$ cat config.mk
export PLATFORM = sky130hd
export DESIGN_NAME = pcie_tx_arb
export DESIGN_NICKNAME = d
export VERILOG_FILES = /design/src/rtl/pcie_tx_pkg.sv /design/src/rtl/pcie_tx_credit_chk.sv /design/src/rtl/pcie_tx_arb.sv
export SDC_FILE = /design/constraint.sdc
export NUM_CORES = 1
export LEC_CHECK = 0
export ABC_CLOCK_PERIOD_IN_PS = 2400
export BUFFER_PORTS_ARGS = -buffer_cell sky130_fd_sc_hd__buf_4
export CAP_MARGIN = 25
export CELL_PAD_IN_SITES_DETAIL_PLACEMENT = 1
export CELL_PAD_IN_SITES_GLOBAL_PLACEMENT = 1
export CORE_MARGIN = 4
export CORE_UTILIZATION = 24
export DETAILED_ROUTE_END_ITERATION = 16
export GPL_ROUTABILITY_DRIVEN = 0
export GPL_TIMING_DRIVEN = 0
export PLACE_DENSITY_LB_ADDON = 0.2
export SYNTH_ARGS = -nofsm -noshare
export SYNTH_HDL_FRONTEND = slang
export SYNTH_SLANG_ARGS = --single-unit
$ cat constraint.sdc
create_clock -name sys_clk_125 -period 2.4 [get_ports sys_clk_125]
set_input_delay 0.48 -clock sys_clk_125 [delete_from_list [all_inputs] [get_ports sys_clk_125]]
set_output_delay 0.48 -clock sys_clk_125 [all_outputs]
set_load 0.05 [all_outputs]
$ cat src/rtl/pcie_tx_pkg.sv
// pcie_tx_pkg: shared TLP type codes, arbiter state encoding and credit field layout.
package pcie_tx_pkg;
    typedef enum logic [1:0] {TLP_P = 2'b00, TLP_NP = 2'b01, TLP_CPL = 2'b10, TLP_RSV = 2'b11} tlp_type_e;
    typedef enum logic [1:0] {ARB_IDLE = 2'b00, ARB_REQ = 2'b01, ARB_XFER = 2'b10} arb_state_e;
    localparam int HDR_INF_BIT = 8;
    localparam int DAT_INF_BIT = 12;
    function automatic logic [1:0] rr_next(input logic [1:0] cur, input int n);
        return (int'(cur) + 1 >= n) ? 2'd0 : cur + 2'd1;
    endfunction
endpackage

$ cat src/rtl/pcie_tx_credit_chk.sv
// pcie_tx_credit_chk: decides whether the advertised VC0 credits cover one requester's TLP.
module pcie_tx_credit_chk
    import pcie_tx_pkg::*;
(
    input  logic [1:0]  i_type,
    input  logic [9:0]  i_dcred,
    input  logic [8:0]  i_ph,
    input  logic [8:0]  i_nph,
    input  logic [8:0]  i_cplh,
    input  logic [12:0] i_pd,
    input  logic [12:0] i_npd,
    input  logic [12:0] i_cpld,
    output logic        o_ok
);
    logic [8:0]  w_hdr;
    logic [12:0] w_dat;
    always_comb begin
        w_hdr = (i_type == TLP_P) ? i_ph : (i_type == TLP_NP) ? i_nph : i_cplh;
        w_dat = (i_type == TLP_P) ? i_pd : (i_type == TLP_NP) ? i_npd : i_cpld;
        o_ok  = (i_type != TLP_RSV)
             && (w_hdr[HDR_INF_BIT] || (w_hdr[HDR_INF_BIT-1:0] != '0))
             && (w_dat[DAT_INF_BIT] || (w_dat[DAT_INF_BIT-1:0] >= {2'b00, i_dcred}));
    end
endmodule

$ cat src/rtl/pcie_tx_arb.sv
// pcie_tx_arb: round-robin, credit-aware arbiter muxing N_REQ requesters onto the core's VC0 TX port.
module pcie_tx_arb
    import pcie_tx_pkg::*;
#(
    parameter int N_REQ = 2,
    parameter int DW    = 16
) (
    input  logic                sys_clk_125,
    input  logic                rstn,
    input  logic                dl_up,
    input  logic [N_REQ-1:0]    req,
    input  logic [2*N_REQ-1:0]  req_type,
    input  logic [10*N_REQ-1:0] req_dcred,
    output logic [N_REQ-1:0]    gnt,
    input  logic [DW*N_REQ-1:0] src_data,
    input  logic [N_REQ-1:0]    src_st,
    input  logic [N_REQ-1:0]    src_end,
    input  logic [N_REQ-1:0]    src_nlfy,
    input  logic                tx_rdy_vc0,
    input  logic [8:0]          tx_ca_ph_vc0,
    input  logic [8:0]          tx_ca_nph_vc0,
    input  logic [8:0]          tx_ca_cplh_vc0,
    input  logic [12:0]         tx_ca_pd_vc0,
    input  logic [12:0]         tx_ca_npd_vc0,
    input  logic [12:0]         tx_ca_cpld_vc0,
    input  logic                tx_ca_p_recheck_vc0,
    input  logic                tx_ca_cpl_recheck_vc0,
    output logic                tx_req_vc0,
    output logic [DW-1:0]       tx_data_vc0,
    output logic                tx_st_vc0,
    output logic                tx_end_vc0,
    output logic                tx_nlfy_vc0,
    output logic                busy,
    output logic [1:0]          cur_src
);
    arb_state_e       r_state;
    logic [1:0]       r_cur;
    logic [1:0]       r_rr;
    logic             r_tx_req;
    logic [N_REQ-1:0] w_cred_ok;
    logic [N_REQ-1:0] w_elig;
    logic [1:0]       w_pick;
    logic [1:0]       w_cur_type;
    logic             w_cur_ok;
    logic             w_recheck;
    logic             w_xfer;
    logic [DW-1:0]    w_data;
    logic             w_st;
    logic             w_end;
    logic             w_nlfy;

    for (genvar g = 0; g < N_REQ; g++) begin : g_chk
        pcie_tx_credit_chk u_chk (
            .i_type  (req_type[2*g +: 2]),
            .i_dcred (req_dcred[10*g +: 10]),
            .i_ph    (tx_ca_ph_vc0),
            .i_nph   (tx_ca_nph_vc0),
            .i_cplh  (tx_ca_cplh_vc0),
            .i_pd    (tx_ca_pd_vc0),
            .i_npd   (tx_ca_npd_vc0),
            .i_cpld  (tx_ca_cpld_vc0),
            .o_ok    (w_cred_ok[g])
        );
    end

    assign w_elig = req & w_cred_ok;

    // Descending scan so the nearest eligible index at or after r_rr is the last one written.
    always_comb begin
        w_pick     = r_rr;
        w_cur_type = TLP_P;
        w_cur_ok   = 1'b0;
        w_data     = '0;
        w_st       = 1'b0;
        w_end      = 1'b0;
        w_nlfy     = 1'b0;
        for (int k = N_REQ - 1; k >= 0; k--)
            for (int j = 0; j < N_REQ; j++)
                if (w_elig[j] && ((int'(r_rr) + k) % N_REQ == j)) w_pick = 2'(j);
        for (int j = 0; j < N_REQ; j++)
            if (r_cur == 2'(j)) begin
                w_cur_type = req_type[2*j +: 2];
                w_cur_ok   = w_cred_ok[j];
                w_data     = src_data[DW*j +: DW];
                w_st       = src_st[j];
                w_end      = src_end[j];
                w_nlfy     = src_nlfy[j];
            end
    end

    always_comb begin
        gnt = '0;
        for (int j = 0; j < N_REQ; j++)
            gnt[j] = (r_state == ARB_REQ) && tx_rdy_vc0 && dl_up && (r_cur == 2'(j));
    end

    assign w_recheck   = (w_cur_type == TLP_CPL) ? tx_ca_cpl_recheck_vc0 : tx_ca_p_recheck_vc0;
    assign w_xfer      = (r_state == ARB_XFER);
    assign tx_data_vc0 = w_xfer ? w_data : '0;
    assign tx_st_vc0   = w_xfer & w_st;
    assign tx_end_vc0  = w_xfer & w_end;
    assign tx_nlfy_vc0 = w_xfer & w_nlfy;
    assign tx_req_vc0  = r_tx_req;
    assign busy        = (r_state != ARB_IDLE);
    assign cur_src     = r_cur;

    always_ff @(posedge sys_clk_125 or negedge rstn) begin
        if (!rstn) begin
            r_state  <= ARB_IDLE;
            r_cur    <= '0;
            r_rr     <= '0;
            r_tx_req <= 1'b0;
        end else if (!dl_up) begin
            r_state  <= ARB_IDLE;
            r_tx_req <= 1'b0;
        end else begin
            case (r_state)
                ARB_IDLE:
                    if (|w_elig) begin
                        r_state  <= ARB_REQ;
                        r_cur    <= w_pick;
                        r_tx_req <= 1'b1;
                    end
                ARB_REQ:
                    if (tx_rdy_vc0) begin
                        r_state  <= ARB_XFER;
                        r_tx_req <= 1'b0;
                    end else if (w_recheck && !w_cur_ok) begin
                        r_state  <= ARB_IDLE;
                        r_tx_req <= 1'b0;
                    end
                ARB_XFER:
                    if (w_end || w_nlfy) begin
                        r_state <= ARB_IDLE;
                        r_rr    <= rr_next(r_cur, N_REQ);
                    end
                default: r_state <= ARB_IDLE;
            endcase
        end
    end
endmodule
# After elaboration in Yosys (flattened, before gate mapping)
# Cells that the tools add are included.
# Widths: inputs -> output; s select.
[totals]
output_inout_bits = 25
input_bits = 136
regBits = 7
wordCells = 99
[classes]
bitwise = 5
mux = 38
n_lt_le_gt_ge = 3
n_addsub = 3
eq_ne = 13
reduce_logical = 33
[op_table]
columns = ["cell", "n"]
rows = [
  ["$logic_not 32->1", 2],
  ["$mux 13", 4],
  ["$mux 16", 3],
  ["$mux 9", 4],
  ["$ge 12x10->1", 2],
  ["$mux 2", 12],
  ["$reduce_bool 8->1", 2],
  ["$logic_and 1x1->1", 13],
  ["$mux 1", 13],
  ["$reduce_and 3->1", 4],
  ["$eq 2x1->1 const B", 4],
  ["$logic_not 2->1", 4],
  ["$eq 2x2->1 const B", 3],
  ["$pmux 2 s3", 1],
  ["$logic_or 1x1->1", 5],
  ["$ne 2x2->1 const B", 2],
  ["$ne 4x3->1 const B", 1],
  ["$add 2x1->3 const B", 1],
  ["$and 1x1->1", 3],
  ["$ge 3x2->1 const B", 1],
  ["$ne 3x1->1 const B", 1],
  ["$ne 3x2->1 const B", 1],
  ["$ne 3x3->1 const B", 1],
  ["$add 2x1->2 const B", 1],
  ["other kinds (7)", 7],
]

# Depth between registers and ports, before layout
[logic_depth]
ltp_word = 15
ltp_mapped = 12
depth_no_buf = 11

# By module
# A second synthesis with hierarchy kept.
[hier_totals]
hier_cells = 293
hier_area_um2 = 1911.8
[modules_own_cells]
columns = ["mod", "cells_per_inst", "area_each_um2", "instances", "seq_area_each_um2"]
rows = [
  ["pcie_tx_credit_chk", 85, 574.3, 2, 0.0],
  ["pcie_tx_arb", 123, 763.2, 1, 150.1],
]

# Worst setup path before layout
# No wires, ideal clock.
[synth_timing]
kind = "reg2out"
from = "register r_cur[1] (netlist: cur_src[1])"
to = "output tx_data_vc0[10]"
required_ns = 1.920
path_buffers = 2
path_stages_with_launch = 8
t_arrival_ns = 2.557
slack_ns = -0.637
cell_sequence = "dfrtp_1 > inv_1 > ha_1 > clkbuf_1 > nor2_1 > clkbuf_1 > a22oi_1 > nor2_1"
[synth_between]
elab_chain_len = 4
word_cells_on_any_way = 5
[synth_lines]
columns = ["item", "line", "rtl"]
rows = [
  ["start: declaration", "pcie_tx_arb.sv:37", "logic [1:0] r_cur;"],
  ["start signal: assignment", "pcie_tx_arb.sv:121", "r_cur <= w_pick;"],
  ["$logic_not 2->1", "pcie_tx_arb.sv:81", "if (r_cur == 2'(j)) begin"],
  ["$mux 16", "pcie_tx_arb.sv:81", ""],
  ["$mux 16 (*)", "pcie_tx_arb.sv:81", ""],
  ["$mux 16 (*)", "pcie_tx_arb.sv:99", "assign tx_data_vc0 = w_xfer ? w_data : '0;"],
  ["end: declaration", "pcie_tx_arb.sv:29", "output logic [DW-1:0] tx_data_vc0,"],
]
# Mark *: on every way between the ends. The rest lies on a longest branch, timed or not.

# Worst setup path in the final report
[layout_timing]
from = "input req_type[2]"
to = "register r_tx_req (netlist: tx_req_vc0)"
[layout_between]
elab_chain_len = 12
word_cells_on_any_way = 24
[layout_lines]
columns = ["item", "line", "rtl"]
rows = [
  ["start: declaration", "pcie_tx_arb.sv:12", "input logic [2*N_REQ-1:0] req_type,"],
  ["parallel branches: the longest is 11 deep, another holds $ge 12x10->1", "n/a", ""],
  ["$reduce_and 3->1 (no line) (*)", "n/a", ""],
  ["end signal: assignment", "pcie_tx_arb.sv:122", "r_tx_req <= 1'b1;"],
  ["end signal: assignment", "pcie_tx_arb.sv:127", "r_tx_req <= 1'b0;"],
  ["end signal: assignment", "pcie_tx_arb.sv:130", "r_tx_req <= 1'b0;"],
  ["end: declaration", "pcie_tx_arb.sv:39", "logic r_tx_req;"],
]
# Every way passes the cells marked *.
# A chain may end at the register's enable or synchronous reset.

==> metrics.cfg <==
[route]
wl_per_cell_um=16.6
dr.pass1.iters=4
wl_um=8630
route.detailed.drc=0
ant_nets=0
via_per_inst=4.93
via_count=2561
drtIter0Drc=54

[sta]
tightest_slew_ps=727
period_needed_ps=2490
finalMaxSlewViolations=0
worst_slack_ps=-88.2
fin_crit_sh_pct=104
max_freq_mhz=402
hold_viol_final=0
setup-violations-final=3
fin_skew_ps=6.81
rsz0062_at_grt=yes
max_slew_margin_pct=50.7

[clock_network]
tritoncts=done
root_buffer=clkbuf_8
h-tree-depth=1
cts_made_buffers=3
clk_pin_slew_ps=40
cts_sinks=6
cts_hold_buf=0
clk_latency_ps=220
clockBufferDepth=2

[critical_path]
end_kind=flop
timing.rr.start=cur_src[1]
critPathMaxFanout=7
crit_path_start_kind=input pin
rr_endpoint=tx_req_vc0
r2r_slack_ps=270
reg2regPathDepth=9
crit_type=in2reg
required_ps=2480
cp-startpoint=req_type[2]
arrival_ps=2560

[die]
pin_count=161
die_w_um=93.1
initial_core_util_pct=25.1
dieArea_um2=8660
rows=30
die_h_um=93.1
core_area_um2=6910

[layout]
stdcell_count=519
fin_nets=583
postLayoutCellArea_um2=3570
final_layout_size_suffix_gt1_share_pct=57.0
antenna_cells=0
syn2layout_area_growth_pct=105
nFillCells=895

[placed_design]
hpwlAfterDp_um=7390
place_area_um2=3270
io_buffers=159
dp.cells=507

[grt]
overflow=0
grt_pass1_vias=2776
antenna_found_initial=0
grt_pass1_wl_um=13300
grt_max_degree=11
track_usage_pct=18.8

[synth]
synthCells=252
avgSynthCellArea_um2=6.89
syn_nets=411
yosys-top-cells-count=inv_1 (27), nor2_1 (27), o21ai_0 (27)
synthArstFlopShare_pct=100
synth.distinct_cells=43
yosys_register_bits=6
yosys_warnings=0
seq_area_frac_synth_pct=8.65
yosysTopAreaCellShare_pct=16.6
synth_edf_count=0
synth_ff_type=dfrtp_1
syn_area_um2=1740
synth.area.top_cells=ha_1 (17%), mux2i_1 (12%), dfrtp_1 (8.6%)
synth_top_area_cell=ha_1

[worst_hold_path]
hp-class=in2async

[run_status]
status=finished with violations
violations=negative setup slack

[power]
leakagePower_nw=1.75
power_per_cell_area_nw_per_um2=403
ir_drop_mv=0.165

[job]
cap_violations=0

-- report_power, final --
group,leakage [nW],switching [W],total [W],internal (W)
clock,0.0228,0.0000425,0.000157,0.000114
combinational,1.65,0.000626,0.00113,0.000504
sequential,0.0751,0.0000236,0.000151,0.000128
-- layout make-up --
type	count	area [µm²]	area share [%]
clock buffers	4	45.0	1.26
inverters	27	101	2.84
plain buffers	11	116	3.26
repair buffers	169	1300	36.4
flip-flops and latches	6	153	4.28
well taps	96	120	3.37
multi-input cells	206	1730	48.5
-- timing repair --
| item | CTS | global route |
|---|---|---|
| resized for setup | 40 | 18 |
| pin swaps | 15 | 12 |
| setup endpoints to repair | 23 | 23 |
| setup buffers | 9 | 1 |
-- cells by family (layout without fill, tap and decap cells) --
logic type	count (synthesis)	in the layout	synth area share (%)
and+or+nand+nor	85	85	24.4
muxes	22	22	12.8
DFF	6	6	8.65
AOI/OAI and AO/OA	76	76	29.0
buffers and inverters	40	211	8.65
adders and majority gates	23	23	16.6
-- registers in the layout, summed over array words and instances, names as in the netlist --
signal and count:
r_state 2, tx_req_vc0 1, cur_src 2, r_rr 1
-- per-layer routing --
| layer | wire (µm) | up-vias | global-route usage [%] |
|---|---|---|---|
| met5 | 0 | - | 0 |
| met4 | 101 | 0 | 2.56 |
| met3 | 593 | 8 | 4.10 |
| met2 | 4520 | 111 | 35.3 |
| met1 | 3410 | 1174 | 22.3 |
| li1 | - | 1268 | - |
-- how the worst max path moves through the flow --
stage / to / slack, ps / cells past startpoint
after floorplan: tx_req_vc0 / -20 / 12
after global placement: tx_req_vc0 / -620 / 12
after detailed placement: tx_req_vc0 / -630 / 12
after CTS: tx_req_vc0 / -160 / 13
after global routing: tx_req_vc0 / -270 / 13
final: tx_req_vc0 / -90 / 13
-- stage by stage --
stage               util (%)  total power (W)  TNS, ps  setup slack [ps]  hold WS (ps)
finish                  51.6          0.00144     -171             -88.2          54.1
global route            51.6          0.00155     -790              -266          51.5
CTS                     50.9          0.00142     -424              -163          53.4
detailed placement      47.4          0.00116    -3300              -635           290
global placement        47.4          0.00112    -2900              -624           289
floorplan                  -         0.000781    -15.9             -15.9           184
-- cell usage in the layout (no fill, tap or decap), drive strengths merged, types with 3 or more instances in the layout --
cell type  instances
a22oi             18
buf              171
a2111oi            3
nand3              4
nor4               5
nor2              27
nor3               8
nand2             25
nand2b             3
or3                3
mux2i             20
a21oi              9
ha                23
dfrtp              6
o21ai             30
clkbuf            13
inv               27
-- worst max-delay path: stages --
cell and delay [ps]:
buf_8 90, buf_12 120, mux2i_1 180, nor2_1 60, a21oi_2 130, ha_1 240, nand2b_4 140, a2111oi_4 310
o31ai_2 130, a41oi_2 210, o32ai_2 130, a31oi_4 190, o211ai_1 140
Note: power is estimated with default switching activity, not from simulation.
